### src/rtl/mips_pkg.sv
// Shared encodings for the multicycle MIPS controller: opcodes, funct codes,
// ALU control codes, ALU operation classes and FSM state encodings.
package mips_pkg;

  localparam int OPW = 6;
  localparam int STW = 4;

  localparam logic [5:0] OP_RTYPE = 6'b000000;
  localparam logic [5:0] OP_LW    = 6'b100011;
  localparam logic [5:0] OP_SW    = 6'b101011;
  localparam logic [5:0] OP_BEQ   = 6'b000100;
  localparam logic [5:0] OP_ADDI  = 6'b001000;
  localparam logic [5:0] OP_J     = 6'b000010;

  localparam logic [5:0] F_ADD = 6'b100000;
  localparam logic [5:0] F_SUB = 6'b100010;
  localparam logic [5:0] F_AND = 6'b100100;
  localparam logic [5:0] F_OR  = 6'b100101;
  localparam logic [5:0] F_SLT = 6'b101010;

  localparam logic [2:0] ALU_ADD = 3'b010;
  localparam logic [2:0] ALU_SUB = 3'b110;
  localparam logic [2:0] ALU_AND = 3'b000;
  localparam logic [2:0] ALU_OR  = 3'b001;
  localparam logic [2:0] ALU_SLT = 3'b111;

  typedef enum logic [1:0] {
    ALUOP_ADD   = 2'b00,
    ALUOP_SUB   = 2'b01,
    ALUOP_FUNCT = 2'b10
  } aluop_t;

  // Encodings 13..15 are unused; the FSM recovers from them to S_FETCH.
  typedef enum logic [3:0] {
    S_RESET   = 4'd0,
    S_FETCH   = 4'd1,
    S_DECODE  = 4'd2,
    S_MEMADR  = 4'd3,
    S_MEMRD   = 4'd4,
    S_MEMWB   = 4'd5,
    S_MEMWR   = 4'd6,
    S_RTYPEEX = 4'd7,
    S_RTYPEWB = 4'd8,
    S_BEQEX   = 4'd9,
    S_ADDIEX  = 4'd10,
    S_ADDIWB  = 4'd11,
    S_JEX     = 4'd12
  } state_t;

endpackage

### src/rtl/mips_multicycle_controller_alu_decoder.sv
// ALU control decode: the FSM selects add, sub or funct-driven operation;
// unknown funct codes fall back to add without raising any flag.
import mips_pkg::*;

module alu_decoder (
  input  aluop_t     aluop,
  input  logic [5:0] funct,
  output logic [2:0] alucontrol
);

  always_comb begin
    alucontrol = ALU_ADD;
    case (aluop)
      ALUOP_ADD: alucontrol = ALU_ADD;
      ALUOP_SUB: alucontrol = ALU_SUB;
      ALUOP_FUNCT: begin
        case (funct)
          F_ADD:   alucontrol = ALU_ADD;
          F_SUB:   alucontrol = ALU_SUB;
          F_AND:   alucontrol = ALU_AND;
          F_OR:    alucontrol = ALU_OR;
          F_SLT:   alucontrol = ALU_SLT;
          default: alucontrol = ALU_ADD;
        endcase
      end
      default: alucontrol = ALU_ADD;
    endcase
  end

endmodule

### src/rtl/mips_multicycle_controller.sv
// Control FSM for a multicycle MIPS datapath. Outputs are decoded from the
// state register so an asynchronous reset forces them to idle values at once.
import mips_pkg::*;

module mips_multicycle_controller #(
  parameter int OPW = mips_pkg::OPW,
  parameter int STW = mips_pkg::STW
) (
  input  logic           clk,
  input  logic           reset,
  input  logic [OPW-1:0] op,
  input  logic [OPW-1:0] funct,
  input  logic           zero,
  input  logic           mem_ready,
  output logic           pcen,
  output logic           memwrite,
  output logic           irwrite,
  output logic           regwrite,
  output logic           iord,
  output logic           memtoreg,
  output logic           regdst,
  output logic           alusrca,
  output logic [1:0]     alusrcb,
  output logic [1:0]     pcsrc,
  output logic [2:0]     alucontrol,
  output logic           illegal_op,
  output logic [STW-1:0] state_dbg
);

  state_t state;
  state_t state_next;
  aluop_t aluop;
  logic   pcwrite;
  logic   branch;

  always_ff @(posedge clk or posedge reset) begin
    if (reset) state <= S_RESET;
    else       state <= state_next;
  end

  always_comb begin
    state_next = S_FETCH;
    aluop      = ALUOP_ADD;
    pcwrite    = 1'b0;
    branch     = 1'b0;
    memwrite   = 1'b0;
    irwrite    = 1'b0;
    regwrite   = 1'b0;
    iord       = 1'b0;
    memtoreg   = 1'b0;
    regdst     = 1'b0;
    alusrca    = 1'b0;
    alusrcb    = 2'b00;
    pcsrc      = 2'b00;
    illegal_op = 1'b0;
    case (state)
      S_RESET: state_next = S_FETCH;
      // PC and IR only update on the cycle memory actually returns the word.
      S_FETCH: begin
        alusrcb    = 2'b01;
        irwrite    = mem_ready;
        pcwrite    = mem_ready;
        state_next = mem_ready ? S_DECODE : S_FETCH;
      end
      S_DECODE: begin
        alusrcb = 2'b11;
        case (op)
          OP_LW, OP_SW: state_next = S_MEMADR;
          OP_RTYPE:     state_next = S_RTYPEEX;
          OP_BEQ:       state_next = S_BEQEX;
          OP_ADDI:      state_next = S_ADDIEX;
          OP_J:         state_next = S_JEX;
          default: begin
            illegal_op = 1'b1;
            state_next = S_FETCH;
          end
        endcase
      end
      S_MEMADR: begin
        alusrca    = 1'b1;
        alusrcb    = 2'b10;
        state_next = (op == OP_SW) ? S_MEMWR : S_MEMRD;
      end
      S_MEMRD: begin
        iord       = 1'b1;
        state_next = mem_ready ? S_MEMWB : S_MEMRD;
      end
      S_MEMWB: begin
        regwrite = 1'b1;
        memtoreg = 1'b1;
      end
      // Strobe stays asserted across stall cycles until memory accepts.
      S_MEMWR: begin
        iord       = 1'b1;
        memwrite   = 1'b1;
        state_next = mem_ready ? S_FETCH : S_MEMWR;
      end
      S_RTYPEEX: begin
        alusrca    = 1'b1;
        aluop      = ALUOP_FUNCT;
        state_next = S_RTYPEWB;
      end
      S_RTYPEWB: begin
        regdst   = 1'b1;
        regwrite = 1'b1;
      end
      S_BEQEX: begin
        alusrca = 1'b1;
        aluop   = ALUOP_SUB;
        pcsrc   = 2'b01;
        branch  = 1'b1;
      end
      S_ADDIEX: begin
        alusrca    = 1'b1;
        alusrcb    = 2'b10;
        state_next = S_ADDIWB;
      end
      S_ADDIWB: regwrite = 1'b1;
      S_JEX: begin
        pcsrc   = 2'b10;
        pcwrite = 1'b1;
      end
      default: state_next = S_FETCH;
    endcase
  end

  assign pcen      = pcwrite | (branch & zero);
  assign state_dbg = STW'(state);

  alu_decoder u_alu_decoder (
    .aluop      (aluop),
    .funct      (funct[5:0]),
    .alucontrol (alucontrol)
  );

endmodule
### config.mk
export PLATFORM = sky130hd
export DESIGN_NAME = mips_multicycle_controller
export DESIGN_NICKNAME = d
export VERILOG_FILES = /design/src/rtl/mips_pkg.sv /design/src/rtl/mips_multicycle_controller_alu_decoder.sv /design/src/rtl/mips_multicycle_controller.sv
export SDC_FILE = /design/constraint.sdc
export NUM_CORES = 1
export LEC_CHECK = 0
export CORE_MARGIN = 4
export CORE_UTILIZATION = 33
export CTS_CLUSTER_SIZE = 25
export DETAILED_ROUTE_END_ITERATION = 10
export PLACE_DENSITY = 0.73
export SLEW_MARGIN = 20
export SYNTH_ARGS = -nofsm -noshare
export SYNTH_HDL_FRONTEND = slang
export SYNTH_HIERARCHICAL = 1
export SYNTH_SLANG_ARGS = --single-unit
### constraint.sdc
create_clock -name clk -period 1.85 [get_ports clk]
set_input_delay 0.37 -clock clk [delete_from_list [all_inputs] [get_ports clk]]
set_output_delay 0.37 -clock clk [all_outputs]
set_load 0.005 [all_outputs]
==> metrics <==
GRT overflow=0; PnR worst setup slack=-0.1814 ns; total power=1.306 mW; Mapped Area=618.1 um2; unrepaired setup endpoints after global routing=true; Clock Sinks=4; VDD IR max=865.6 uV; Slew headroom=a little under 80%; Die Ht=51.28 um; synth-to-layout area growth=120.6%; WL met1=1120 um; DRT iter0 DRCs=28; max reg flops=4; Switching Share=42.66%; failing checks=negative setup slack; fraction of layout cells with a size suffix above 1=44.52%; Initial Util=35.41%; final worst-path cycle share=109.8%; insertion delay to the later sink of the worst-skew pair=0.23 ns; register-to-register setup slack=0.36 ns; WP data required=1.48 ns; Critical R2R Launch=state_dbg[2]$_DFF_PP0_; Syn Inst Count=87; Vias/cell=5.433; drt pass-1 iters=4; clock power share=7.9%; worst hold path type=primary input to asynchronous set/reset pin; Fmax achieved=roughly 0.5 GHz; clk buf depth=2; PortBufs=35; WS Path Type=flip-flop to output port; Remaining DRCs=0; critical path launch point type=flip-flop; Pwr per Cell Area=957.9 nW/um2; WL met3=166 um; vias in the first global route=between 1k and 1.5k; post-synthesis sequential area ratio=approximately 16%; Top Ports=36; global-route wire length before repair=4850 um; Net Switching=0.5573 mW; CTS root buffer=clkbuf_4; GRT Total Usage=24.58%; routed len/inst=about 17 um; initial antenna violation count=0; FF-to-FF path depth=5; wirelength, routed=2993 um; Rows=15; highest metal used=met4; Post-DRT Antenna Nets=0; average size of a mapped cell=7.105 um2; peak fanout along the critical path=3; Placed Area=1222 um2; Int Power=0.7491 mW; # fillers=129; RePlAce Congestion=just over 0.8; flops & latches, synth=4; clock tree from TritonCTS=done; slowest CP cell=dfrtp_1; Flop pwr share=11.8%; fin util=78.14%; r2r endpoint=state_dbg[3]$_DFF_PP0_; Finish-stage setup viols=5; Pins Over Slew Limit=0; CP endpoint kind=output port; diode count=0; Worst EP arrival=1.66 ns; final hold vios=0; hold_ws=0.3235 ns; Die ar.=2630 um2; core area=1745 um2; CTS Buf Count=3; largest net degree at the start of global routing=13; Gate power share=80.4%; HPWL Detailed=1994 um; worst-margin pin slew=0.3452 ns; Synth Net Count=105; unique cell type count in the Yosys netlist=35; htree depth=1; outcome=finished, violations left; post-route cell area=1364 um2; Clock transition at path regs=0.03 ns; skew final=0.0008954 ns; Largest stage delay, worst path=0.39 ns; minimum clock period=between 2 and 2.5 ns; met2 routed WL=between 1500 and 2000 um; via count=978; crit path cell chain=nand2b_4, nor2_4, inv_2, ha_4, nand4bb_4, a21oi_2, buf_2; max cap viols=0; yosys warns=6; TNS Setup=-0.8030 ns; leak pwr=0.6376 nW; Nets=175; Die X=51.28 um
synthesized netlist by cell type:
library cell   n  area [um2]
nor3_1         4       20.02
nand4bb_2      1       16.27
a21oi_1        9       45.04
nor2_1        15       56.30
nand3b_1       2       15.01
xor2_1         2       17.52
nor2b_1        2       12.51
o21a_1         3       22.52
nand3_1        1       5.000
a21o_1         1       7.510
o21ai_0        1       5.000
nand2_1        5       18.77
clkbuf_1       1       3.750
a2111oi_2      1       15.01
o221ai_1       1       8.760
nand2b_2       1       8.760
a31oi_1        1       6.260
nand2b_1       3       18.77
inv_1          6       22.52
o2111ai_1      1       8.760
buf_2          4       20.02
ha_1           2       25.02
dfrtp_1        4       100.1
nor4_2         1       12.51
o211ai_1       1       7.510
nor4b_1        1       8.760
a2bb2oi_1      1       8.760
nand4bb_1      2       22.52
nor4_1         2       12.51
and2_1         1       6.260
mux2i_1        1       10.01
nor3b_2        1       12.51
o22ai_1        3       18.77
nor4bb_1       1       10.01
or3b_1         1       8.760
final cells by class:
type,instances,area [um2],area share (%)
clock buffer,3,22.52,1.651
inverter,6,22.52,1.651
multi-input combinational,72,595.6,43.67
sequential,4,101.3,7.431
tap,25,31.28,2.294
timing repair buffer,70,590.6,43.30
metal layers:
metal / GRT usage [%] / vias up
met2: 44.64 / 33
met3: 4.082 / 6
met1: 27.46 / 480
li1: - / 459
met5: 0 / -
met4: 11.79 / 0
worst max path at each step:
stage	start	endpoint	slack, ns	depth (start not counted)
floorplan	state_dbg[2]$_DFF_PP0_	alucontrol[2]	0.01	7
global placement	op[1]	illegal_op	-0.51	5
detailed placement	op[1]	illegal_op	-0.56	5
CTS	state_dbg[2]$_DFF_PP0_	alucontrol[2]	-0.19	7
global route	state_dbg[2]$_DFF_PP0_	alucontrol[1]	-0.27	8
finish	state_dbg[2]$_DFF_PP0_	alucontrol[0]	-0.18	7
per-stage QoR:
| stage | std cells | worst slack [ns] |
|---|---|---|
| after floorplan | 87 | 0.01142 |
| after global placement | 171 | -0.5090 |
| after detailed placement | 171 | -0.5646 |
| after CTS | 178 | -0.1863 |
| after global routing | 180 | -0.2747 |
| final | 180 | -0.1814 |
power groups by stage:
stage	combinational (mW)	sequential, mW	clock, mW
after floorplan	0.406	0.156	0
after global placement	0.899	0.142	0
after detailed placement	0.922	0.144	0
after CTS	0.981	0.152	0.110
after global routing	1.12	0.160	0.118
final	1.05	0.154	0.103
kinds of logic (layout without fill, tap and decap cells):
kind of cell / count (synthesis) / in the layout / share of synthesized area, %
AO/OA/AOI/OAI: 23 / 23 / 24.90
XOR/XNOR: 2 / 2 / 2.835
adder cells (fa/ha/maj): 2 / 2 / 4.048
buffers and inverters: 11 / 79 / 7.489
flip-flops: 4 / 4 / 16.19
multiplexers: 1 / 1 / 1.619
AND/OR/NAND/NOR: 44 / 44 / 42.91
timing repair:
item                       4_1_cts  5_1_grt
setup endpoints to repair       16       13
hold buffers                     0        0
pin swaps                        5        3
resized for setup               54       14
setup buffers                    4        2
cell usage in the layout, fill, tap and decap left out, types with 2 or more instances in the layout:
cell type        count
buf_4               31
clkdlybuf4s50_1     14
nor2_1              11
dlygate4sd2_1       10
a21oi_1              8
buf_2                6
nand2_1              4
inv_1                4
nor2_4               3
o21a_1               3
nor3_1               3
clkbuf_4             3
buf_6                3
dfrtp_1              3
inv_2                2
nand2b_4             2
xor2_1               2
nor4_1               2
nand3b_1             2
nor2b_1              2
o22ai_1              2
dlymetal6s2s_1       2
worst max-delay path: cells and delay by family, from the launching register on:
kind | cells | cell delay, ns
AOI/OAI and AO/OA | 1 | 0.13
adders and majority gates | 1 | 0.24
buffers and inverters | 2 | 0.19
DFF | 1 | 0.39
and+or+nand+nor | 3 | 0.50
Power figures use the tool's default switching activity.
